## config.mk

```make
export PLATFORM = sky130hd
export DESIGN_NAME = imem_boot_loader_flat
export DESIGN_NICKNAME = d
export VERILOG_FILES = /design/src/rtl/imem_boot_loader_pkg.sv /design/src/rtl/imem_boot_loader_if.sv /design/src/rtl/imem_boot_loader_rst_hold_timer.sv /design/src/rtl/imem_boot_loader.sv /design/src/flat_wrapper.sv
export SDC_FILE = /design/constraint.sdc
export NUM_CORES = 1
export LEC_CHECK = 0
export ABC_AREA = 0
export CORE_MARGIN = 1
export CORE_UTILIZATION = 35
export CTS_CLUSTER_DIAMETER = 50
export CTS_CLUSTER_SIZE = 20
export DETAILED_ROUTE_END_ITERATION = 16
export PLACE_DENSITY = 0.77
export SLEW_MARGIN = 20
export SYNTH_ARGS = -nofsm -noshare
export SYNTH_HDL_FRONTEND = slang
export SYNTH_HIERARCHICAL = 1
export SYNTH_SLANG_ARGS = --single-unit
```

## constraint.sdc

```tcl
create_clock -name clk -period 2.5 [get_ports clk]
set_input_delay 0.5 -clock clk [delete_from_list [all_inputs] [get_ports clk]]
set_output_delay 0.5 -clock clk [all_outputs]
set_load 0.005 [all_outputs]
```

## src/rtl/imem_boot_loader_pkg.sv

```systemverilog
// ============================================================================
// Module      : boot_pkg
// Description : Shared types and constants for the instruction-memory boot
//               loader: loader state encoding, default widths and the width
//               of the optional image checksum.
// Revision    : 1.0 - initial release
// ============================================================================
`default_nettype none

package boot_pkg;

    // Loader state encoding
    typedef enum logic [1:0] {
        IDLE = 2'd0,
        LOAD = 2'd1,
        HOLD = 2'd2,
        RUN  = 2'd3
    } state_t;

    // Default configuration: 256-word memory indexed by PC[9:2]
    localparam int c_def_addr_w    = 8;
    localparam int c_def_max_words = 256;
    localparam int c_def_rst_hold  = 4;

    // Width of the running image checksum
    localparam int c_checksum_w    = 32;

endpackage

`default_nettype wire

```

## src/rtl/imem_boot_loader_if.sv

```systemverilog
// ============================================================================
// Module      : imem_boot_loader_if
// Description : Bus bundle between host, boot loader and instruction memory.
//               Host stream : host_valid, host_data, host_last -> loader,
//                             host_ready <- loader.
//               Memory port : imem_en, imem_addr, imem_data <- loader.
//               master = host/memory side, slave = loader side.
// Revision    : 1.0 - initial release
// ============================================================================
`default_nettype none

interface imem_boot_loader_if #(
    parameter int ADDR_W = boot_pkg::c_def_addr_w
);
    logic              host_valid;
    logic [31:0]       host_data;
    logic              host_last;
    logic              host_ready;
    logic              imem_en;
    logic [ADDR_W-1:0] imem_addr;
    logic [31:0]       imem_data;

    modport master (
        output host_valid, host_data, host_last,
        input  host_ready, imem_en, imem_addr, imem_data
    );

    modport slave (
        input  host_valid, host_data, host_last,
        output host_ready, imem_en, imem_addr, imem_data
    );
endinterface

`default_nettype wire

```

## src/rtl/imem_boot_loader_rst_hold_timer.sv

```systemverilog
// ============================================================================
// Module      : rst_hold_timer
// Description : Load/count-down timer that stretches core reset after the
//               final image write. i_load presets the count to RST_HOLD-1;
//               while i_en is high the count decrements to zero and stops.
//               o_expired is high whenever the count is zero.
// Ports       : clk, rst (sync, active-high), i_load, i_en, o_expired
// Revision    : 1.0 - initial release
// ============================================================================
`default_nettype none

module rst_hold_timer #(
    parameter int RST_HOLD = 4
) (
    input  logic clk,
    input  logic rst,
    input  logic i_load,
    input  logic i_en,
    output logic o_expired
);
    localparam int c_cnt_w = (RST_HOLD > 1) ? $clog2(RST_HOLD) : 1;
    localparam logic [c_cnt_w-1:0] c_load_val = c_cnt_w'(RST_HOLD - 1);

    logic [c_cnt_w-1:0] r_count;

    // Preset to RST_HOLD-1 so that, counting the cycle in which the timer is
    // seen at zero, the enabling state lasts exactly RST_HOLD cycles.
    always_ff @(posedge clk) begin
        if (rst) begin
            r_count <= '0;
        end else if (i_load) begin
            r_count <= c_load_val;
        end else if (i_en && (r_count != '0)) begin
            r_count <= r_count - 1'b1;
        end
    end

    assign o_expired = (r_count == '0);

endmodule

`default_nettype wire

```

## src/rtl/imem_boot_loader.sv

```systemverilog
// ============================================================================
// Module      : imem_boot_loader
// Description : Boot sequencer for the single-cycle RV32I core. Streams
//               instruction words from a host into instruction memory at
//               consecutive word addresses from 0, holds the core in reset
//               while loading and for RST_HOLD cycles afterwards, then
//               releases it.
// Ports       : clk, rst        - clock, synchronous active-high reset
//               start           - single-cycle (re)load request
//               bus (slave)     - host stream in, host_ready out,
//                                 imem_en/imem_addr/imem_data out
//               load_active     - loader owns the instruction-memory port
//               cpu_rst         - reset to the core
//               done            - image loaded and core running
//               err             - sticky: capacity reached without host_last
//               word_count      - words accepted in the current load
//               checksum        - mod-2^32 sum of accepted words
//                                 (only with LOAD_CHECKSUM_EN defined)
// Options     : LOAD_CHECKSUM_EN - adds the checksum port and adder
// Revision    : 1.0 - initial release
// ============================================================================
`default_nettype none

module imem_boot_loader
    import boot_pkg::*;
#(
    parameter int ADDR_W    = c_def_addr_w,
    parameter int MAX_WORDS = c_def_max_words,
    parameter int RST_HOLD  = c_def_rst_hold
) (
    input  logic                    clk,
    input  logic                    rst,
    input  logic                    start,
    imem_boot_loader_if.slave       bus,
    output logic                    load_active,
    output logic                    cpu_rst,
    output logic                    done,
    output logic                    err,
    output logic [ADDR_W:0]         word_count
`ifdef LOAD_CHECKSUM_EN
    ,
    output logic [c_checksum_w-1:0] checksum
`endif
);
    localparam logic [ADDR_W:0] c_max_words = (ADDR_W + 1)'(MAX_WORDS);

    state_t          r_state;
    state_t          w_state_next;
    logic            w_host_ready;
    logic            w_handshake;
    logic            w_start_load;
    logic            w_overflow;
    logic            w_timer_load;
    logic            w_timer_expired;
    logic [ADDR_W:0] w_count_inc;

    assign w_host_ready   = (r_state == LOAD);
    assign bus.host_ready = w_host_ready;
    assign w_handshake    = bus.host_valid & w_host_ready;
    assign w_count_inc    = word_count + 1'b1;

    always_comb begin
        w_state_next = r_state;
        w_start_load = 1'b0;
        w_overflow   = 1'b0;
        w_timer_load = 1'b0;
        case (r_state)
            IDLE, RUN: begin
                if (start) begin
                    w_state_next = LOAD;
                    w_start_load = 1'b1;
                end
            end
            LOAD: begin
                if (w_handshake) begin
                    // host_last wins over the capacity check, so a full
                    // image that ends exactly at capacity is not an error.
                    if (bus.host_last) begin
                        w_state_next = HOLD;
                        w_timer_load = 1'b1;
                    end else if (w_count_inc == c_max_words) begin
                        w_state_next = HOLD;
                        w_timer_load = 1'b1;
                        w_overflow   = 1'b1;
                    end
                end
            end
            HOLD: begin
                if (w_timer_expired) begin
                    w_state_next = RUN;
                end
            end
            default: begin
                w_state_next = IDLE;
            end
        endcase
    end

    // Status outputs are registered from the next state so they line up
    // with the state they describe.
    always_ff @(posedge clk) begin
        if (rst) begin
            r_state       <= IDLE;
            cpu_rst       <= 1'b1;
            load_active   <= 1'b0;
            done          <= 1'b0;
            err           <= 1'b0;
            word_count    <= '0;
            bus.imem_en   <= 1'b0;
            bus.imem_addr <= '0;
            bus.imem_data <= '0;
        end else begin
            r_state     <= w_state_next;
            cpu_rst     <= (w_state_next != RUN);
            done        <= (w_state_next == RUN);
            load_active <= (w_state_next == LOAD) || (w_state_next == HOLD);
            bus.imem_en <= w_handshake;
            if (w_handshake) begin
                bus.imem_addr <= word_count[ADDR_W-1:0];
                bus.imem_data <= bus.host_data;
            end
            if (w_start_load) begin
                word_count <= '0;
                err        <= 1'b0;
            end else begin
                if (w_handshake) begin
                    word_count <= w_count_inc;
                end
                if (w_overflow) begin
                    err <= 1'b1;
                end
            end
        end
    end

`ifdef LOAD_CHECKSUM_EN
    always_ff @(posedge clk) begin
        if (rst || w_start_load) begin
            checksum <= '0;
        end else if (w_handshake) begin
            checksum <= checksum + bus.host_data;
        end
    end
`endif

    rst_hold_timer #(
        .RST_HOLD (RST_HOLD)
    ) u_rst_hold_timer (
        .clk       (clk),
        .rst       (rst),
        .i_load    (w_timer_load),
        .i_en      (r_state == HOLD),
        .o_expired (w_timer_expired)
    );

endmodule

`default_nettype wire

```

## src/flat_wrapper.sv

```systemverilog
// flat-port wrapper written by rule: the top's interface ports become plain ports
module imem_boot_loader_flat import boot_pkg::*;
#(
    parameter int ADDR_W    = c_def_addr_w,
    parameter int MAX_WORDS = c_def_max_words,
    parameter int RST_HOLD  = c_def_rst_hold
)
  (clk, rst, start, load_active, cpu_rst, done, err, word_count, bus_host_valid, bus_host_data, bus_host_last, bus_host_ready, bus_imem_en, bus_imem_addr, bus_imem_data);
  imem_boot_loader_if #(.ADDR_W(ADDR_W)) bus_i ();
  input  logic clk;
  input  logic rst;
  input  logic start;
  output logic load_active;
  output logic cpu_rst;
  output logic done;
  output logic err;
  output logic [ADDR_W:0] word_count;
  input wire logic [$bits(bus_i.host_valid)-1:0] bus_host_valid;
  input wire logic [$bits(bus_i.host_data)-1:0] bus_host_data;
  input wire logic [$bits(bus_i.host_last)-1:0] bus_host_last;
  output wire logic [$bits(bus_i.host_ready)-1:0] bus_host_ready;
  output wire logic [$bits(bus_i.imem_en)-1:0] bus_imem_en;
  output wire logic [$bits(bus_i.imem_addr)-1:0] bus_imem_addr;
  output wire logic [$bits(bus_i.imem_data)-1:0] bus_imem_data;
  assign bus_i.host_valid = bus_host_valid;
  assign bus_i.host_data = bus_host_data;
  assign bus_i.host_last = bus_host_last;
  assign bus_host_ready = bus_i.host_ready;
  assign bus_imem_en = bus_i.imem_en;
  assign bus_imem_addr = bus_i.imem_addr;
  assign bus_imem_data = bus_i.imem_data;
  imem_boot_loader #(.ADDR_W(ADDR_W), .MAX_WORDS(MAX_WORDS), .RST_HOLD(RST_HOLD)) u_core (.clk(clk), .rst(rst), .start(start), .bus(bus_i), .load_active(load_active), .cpu_rst(cpu_rst), .done(done), .err(err), .word_count(word_count));
endmodule
```

==> results list <==
- Routed via count divided by cell count: 4.94
* Area contributors post-synth: sky130_fd_sc_hd__dfxtp_1 50%, sky130_fd_sc_hd__nand2_1 15%, sky130_fd_sc_hd__a21oi_1 9.6%
* Max clock buf depth: 2
* Maximum operating frequency: 455 MHz
* Count of final max-slew check failures: 0
- Of the total synthesized cell area, the portion taken by full adders, half adders and majority gates is 0.0272.
- Setup slack on the worst reg-to-reg path comes out at 0.30 ns.
- Input and output buffers added on the ports amount to 91.
* Maximum resistive drop on vdd: 0.536 mV
* Clock Power Share: 0.452
- Proportion of synthesized area in mux cells: 0.00435
* Number of setup buffers added after CTS: 0
* Final routed wirelength across all metal layers: 5.98 mm
- Nets: between 400 and 500
- After synthesis, the share of flip-flops with an asynchronous set or reset is 0.
- Diode count: 0
- Hold timing on the final database bottoms out at a slack of 0.454 ns.
- Number of distinct library cell variants in the gate-level netlist after synthesis: 37
- Hold violation count in the final report: 0
- Maxcap violations: 0
* Internal cell power: between 2 and 2.5 mW
- At the end of the flow the core is filled with cells to 0.564.
* Power dissipated by switching net loads: between 0.6 and 0.7 mW
* Ports placed on the boundary: roughly 90
* Level count of the clock H-tree: 3
- Worst EP required: around 2.7 ns
* Global-route layer with the greatest usage: met2
- In the final routed layout, each cell accounts on average for 13.1 um.
* RSZ-0062 raised after global routing: false
- Clock-pin slew on the worst setup and hold paths: 0.07 ns
* Met1 Track Usage GR: 0.213
- Library cell used as clock root buffer: sky130_fd_sc_hd__clkbuf_8
- After floorplanning, the core was sized to cover 6350 um2.
* Path class of the lowest-slack min-delay path: reg -> reg
- Quantity of hold-fixing buffers added after cts: 0
- GRT Residual Overflow: 0
- The most used flip-flop cell after synthesis is sky130_fd_sc_hd__dfxtp_1.
* Later-pin clock latency in the skew report: ~0.33 ns
- Ys Warns: 6
- By area, the combinational part of the netlist is dominated by simple AND/OR/NAND/NOR gates.
* Clock Skew: about 0.0095 ns
- The share of the Yosys chip area taken by registers is 0.505.
- Number of DRC violations after detailed-routing iteration 0: 80
* Post-placement cell count: 439
* Critical path fanouts, max: 7
- The routed layout has 2248 vias.
- Critical Path Sink Type: flop
* Cells resized by post-CTS repair: 0
- Number of standard cells after synthesis: 282
- Post-synth top cells: 89 x sky130_fd_sc_hd__nand2_1, 58 x sky130_fd_sc_hd__dfxtp_1, 44 x sky130_fd_sc_hd__a21oi_1, 16 x sky130_fd_sc_hd__clkbuf_1, 12 x sky130_fd_sc_hd__nor2_1
* Final weighted congestion in routability-driven placement: 0.845
- The worst setup path is launched from a flop.
- DIE AREA: 6900 um2
- Via count of the first global-routing pass: 2135
- After detailed routing, the number of remaining DRC violations is 0.
- Number of synthesized flops with an enable pin: 0
* Die width: 83.1 um
- For this design, the sink count on the clock tree is a little under 60.
- The critical path is of the reg -> reg type.
- Vert. Die Dim: 83.1 um
- The largest total area in the synthesized netlist belongs to sky130_fd_sc_hd__dfxtp_1.
- Of the total synthesized cell area, the portion taken by XOR and XNOR cells is 0.0266.
- TNS Setup: 0 ns
* P_leak: between 1 and 1.5 nW
- The share of total power dissipated in sequential elements is 0.377.
- Of the total power, the share spent switching nets is 0.235.
- Final Setup Violations: 0
- Post-detail-place hpwl: 4.10 mm
* Number of clock buffers inserted by TritonCTS: 9
* Area growth, synth to finish: 55.6%
- The post-synthesis compound-gate area fraction was 0.146.
- Remaining max-slew budget at the tightest pin: 0.639
- Dividing total power by cell area gives a power density of 757 nW/um2.
- Entering global routing, the biggest net connects 44 pins.
- The finished layout holds 455 standard cells, fillers aside.
- Tightest Pin Transition: around 0.54 ns
- Register bit count reported by yosys: 58
* Proportion of power drawn by combinational gates: 0.171
- The first global-routing pass estimated around 10 mm of wire.
- The number of antenna violations at the first check in global routing is 0.
- Synthesized area per cell: 8.16 um2
* Result of the run: complete, no violations
- Global-route total usage across every layer: 0.178
* DRT antenna net count: 0
- Share of synthesized cell area in and, or, nand and nor gates: 0.250
- For this configuration, the core starts out at a cell density of 0.362.
* Row count: 29
- Crit path arrival time: 2.40 ns
- Fill count: around 560
* Most frequent cell after synthesis: sky130_fd_sc_hd__nand2_1
* Post-synthesis instance area: 2300 um2
* M2 GR Usage: 0.303
- The share of synthesized area in the top cell type comes to 0.505.
* Total nets after synthesis: 324
- Iteration count of the initial detailed-routing pass: 4
- For this run, global-route usage on met3 was measured as 0.0467.
* Ratio of cells with drive above 1 in the final layout: 0.0714
* Final clock period utilization by the worst path: 0.878
* Time the final worst path needs with I/O delays and setup: approximately 2.2 ns
- TritonCTS clock tree: yes
-- flip-flops by register name, indices dropped and copies added, names as in the netlist --
register	count
u_core/bus.imem_addr	8
u_core/bus.imem_data	32
u_core/bus.imem_en	1
u_core/cpu_rst	1
u_core/done	1
u_core/err	1
u_core/load_active	1
u_core/r_state	2
u_core/u_rst_hold_timer/r_count	2
u_core/word_count	9
-- power groups by stage --
stage	logic [mW]	registers, mW	clock network [mW]
floorplan	0.214	1.04	0
CTS	0.465	1.02	1.24
finish	0.463	1.02	1.22
global route	0.506	1.03	1.30
detailed placement	0.464	1.04	0
global placement	0.452	1.04	0
-- metrics by stage --
stage | power (mW) | cell area, um2 | worst slack (ns)
finish | 2.71 | 3580 | 0.304
global placement | 1.49 | 3300 | 0.120
global route | 2.83 | 3580 | 0.193
CTS | 2.73 | 3580 | 0.327
detailed placement | 1.51 | 3300 | 0.0916
floorplan | 1.26 | 2300 | 0.511
-- cell usage in the layout, fill, tap and decap left out, drive strengths merged, types with 2 or more instances in the layout --
master / n
clkbuf: 12
o21ai: 3
nor4: 2
nand3: 2
and2: 2
dfxtp: 58
nor2: 12
or4b: 2
and4bb: 2
nand4: 2
clkdlybuf4s50: 90
nand2: 89
a21oi: 44
nand4b: 2
xnor2: 4
xor2: 3
nor3: 4
a211oi: 6
inv: 8
buf: 7
ha: 5
nor2b: 2
bufinv: 4
-- layer usage --
layer | share of wire | up-vias | routed length (um)
met5 | 0 | - | 0
met2 | 0.48 | 78 | 2870
met4 | 0.013 | 0 | 77
met3 | 0.061 | 7 | 364
li1 | - | 1119 | -
met1 | 0.45 | 1044 | 2670
-- final cells by class --
type                       count  area [um2]  share of cell area
clock buffer                  12         165              0.0461
clock inverter                 4         120              0.0335
inverter                       8        30.0             0.00839
multi-input combinational    199        1040               0.292
sequential                    58        1160               0.324
tap                           77        96.3              0.0269
timing repair buffer          97         963               0.269
-- worst max-delay path, cell delays in order (launching register included) --
cell and delay (ns):
sky130_fd_sc_hd__dfxtp_1 0.42, sky130_fd_sc_hd__ha_1 0.32, sky130_fd_sc_hd__and4_4 0.28, sky130_fd_sc_hd__or4b_4 0.48, sky130_fd_sc_hd__nand2_1 0.09, sky130_fd_sc_hd__o22ai_1 0.08
sky130_fd_sc_hd__ha_1 0.28, sky130_fd_sc_hd__nor2b_1 0.12
-- logic make-up after synthesis --
| family | after synthesis |
|---|---|
| simple gates | 126 |
| compound gates | 60 |
| flops | 58 |
| buf+inv | 25 |
| xor+xnor | 7 |
| fa+ha+maj | 5 |
| mux | 1 |
-- path summary, 6_finish.rpt --
kind,start,end,depth (start not counted)
max,u_core/r_state[0],u_core/load_active,7
min,u_core/bus.imem_addr[6],u_core/bus.imem_addr[6],2
max reg2reg,u_core/r_state[0],u_core/load_active,7
min reg2reg,u_core/bus.imem_addr[6],u_core/bus.imem_addr[6],2
Note: power is estimated with default switching activity, not from simulation.
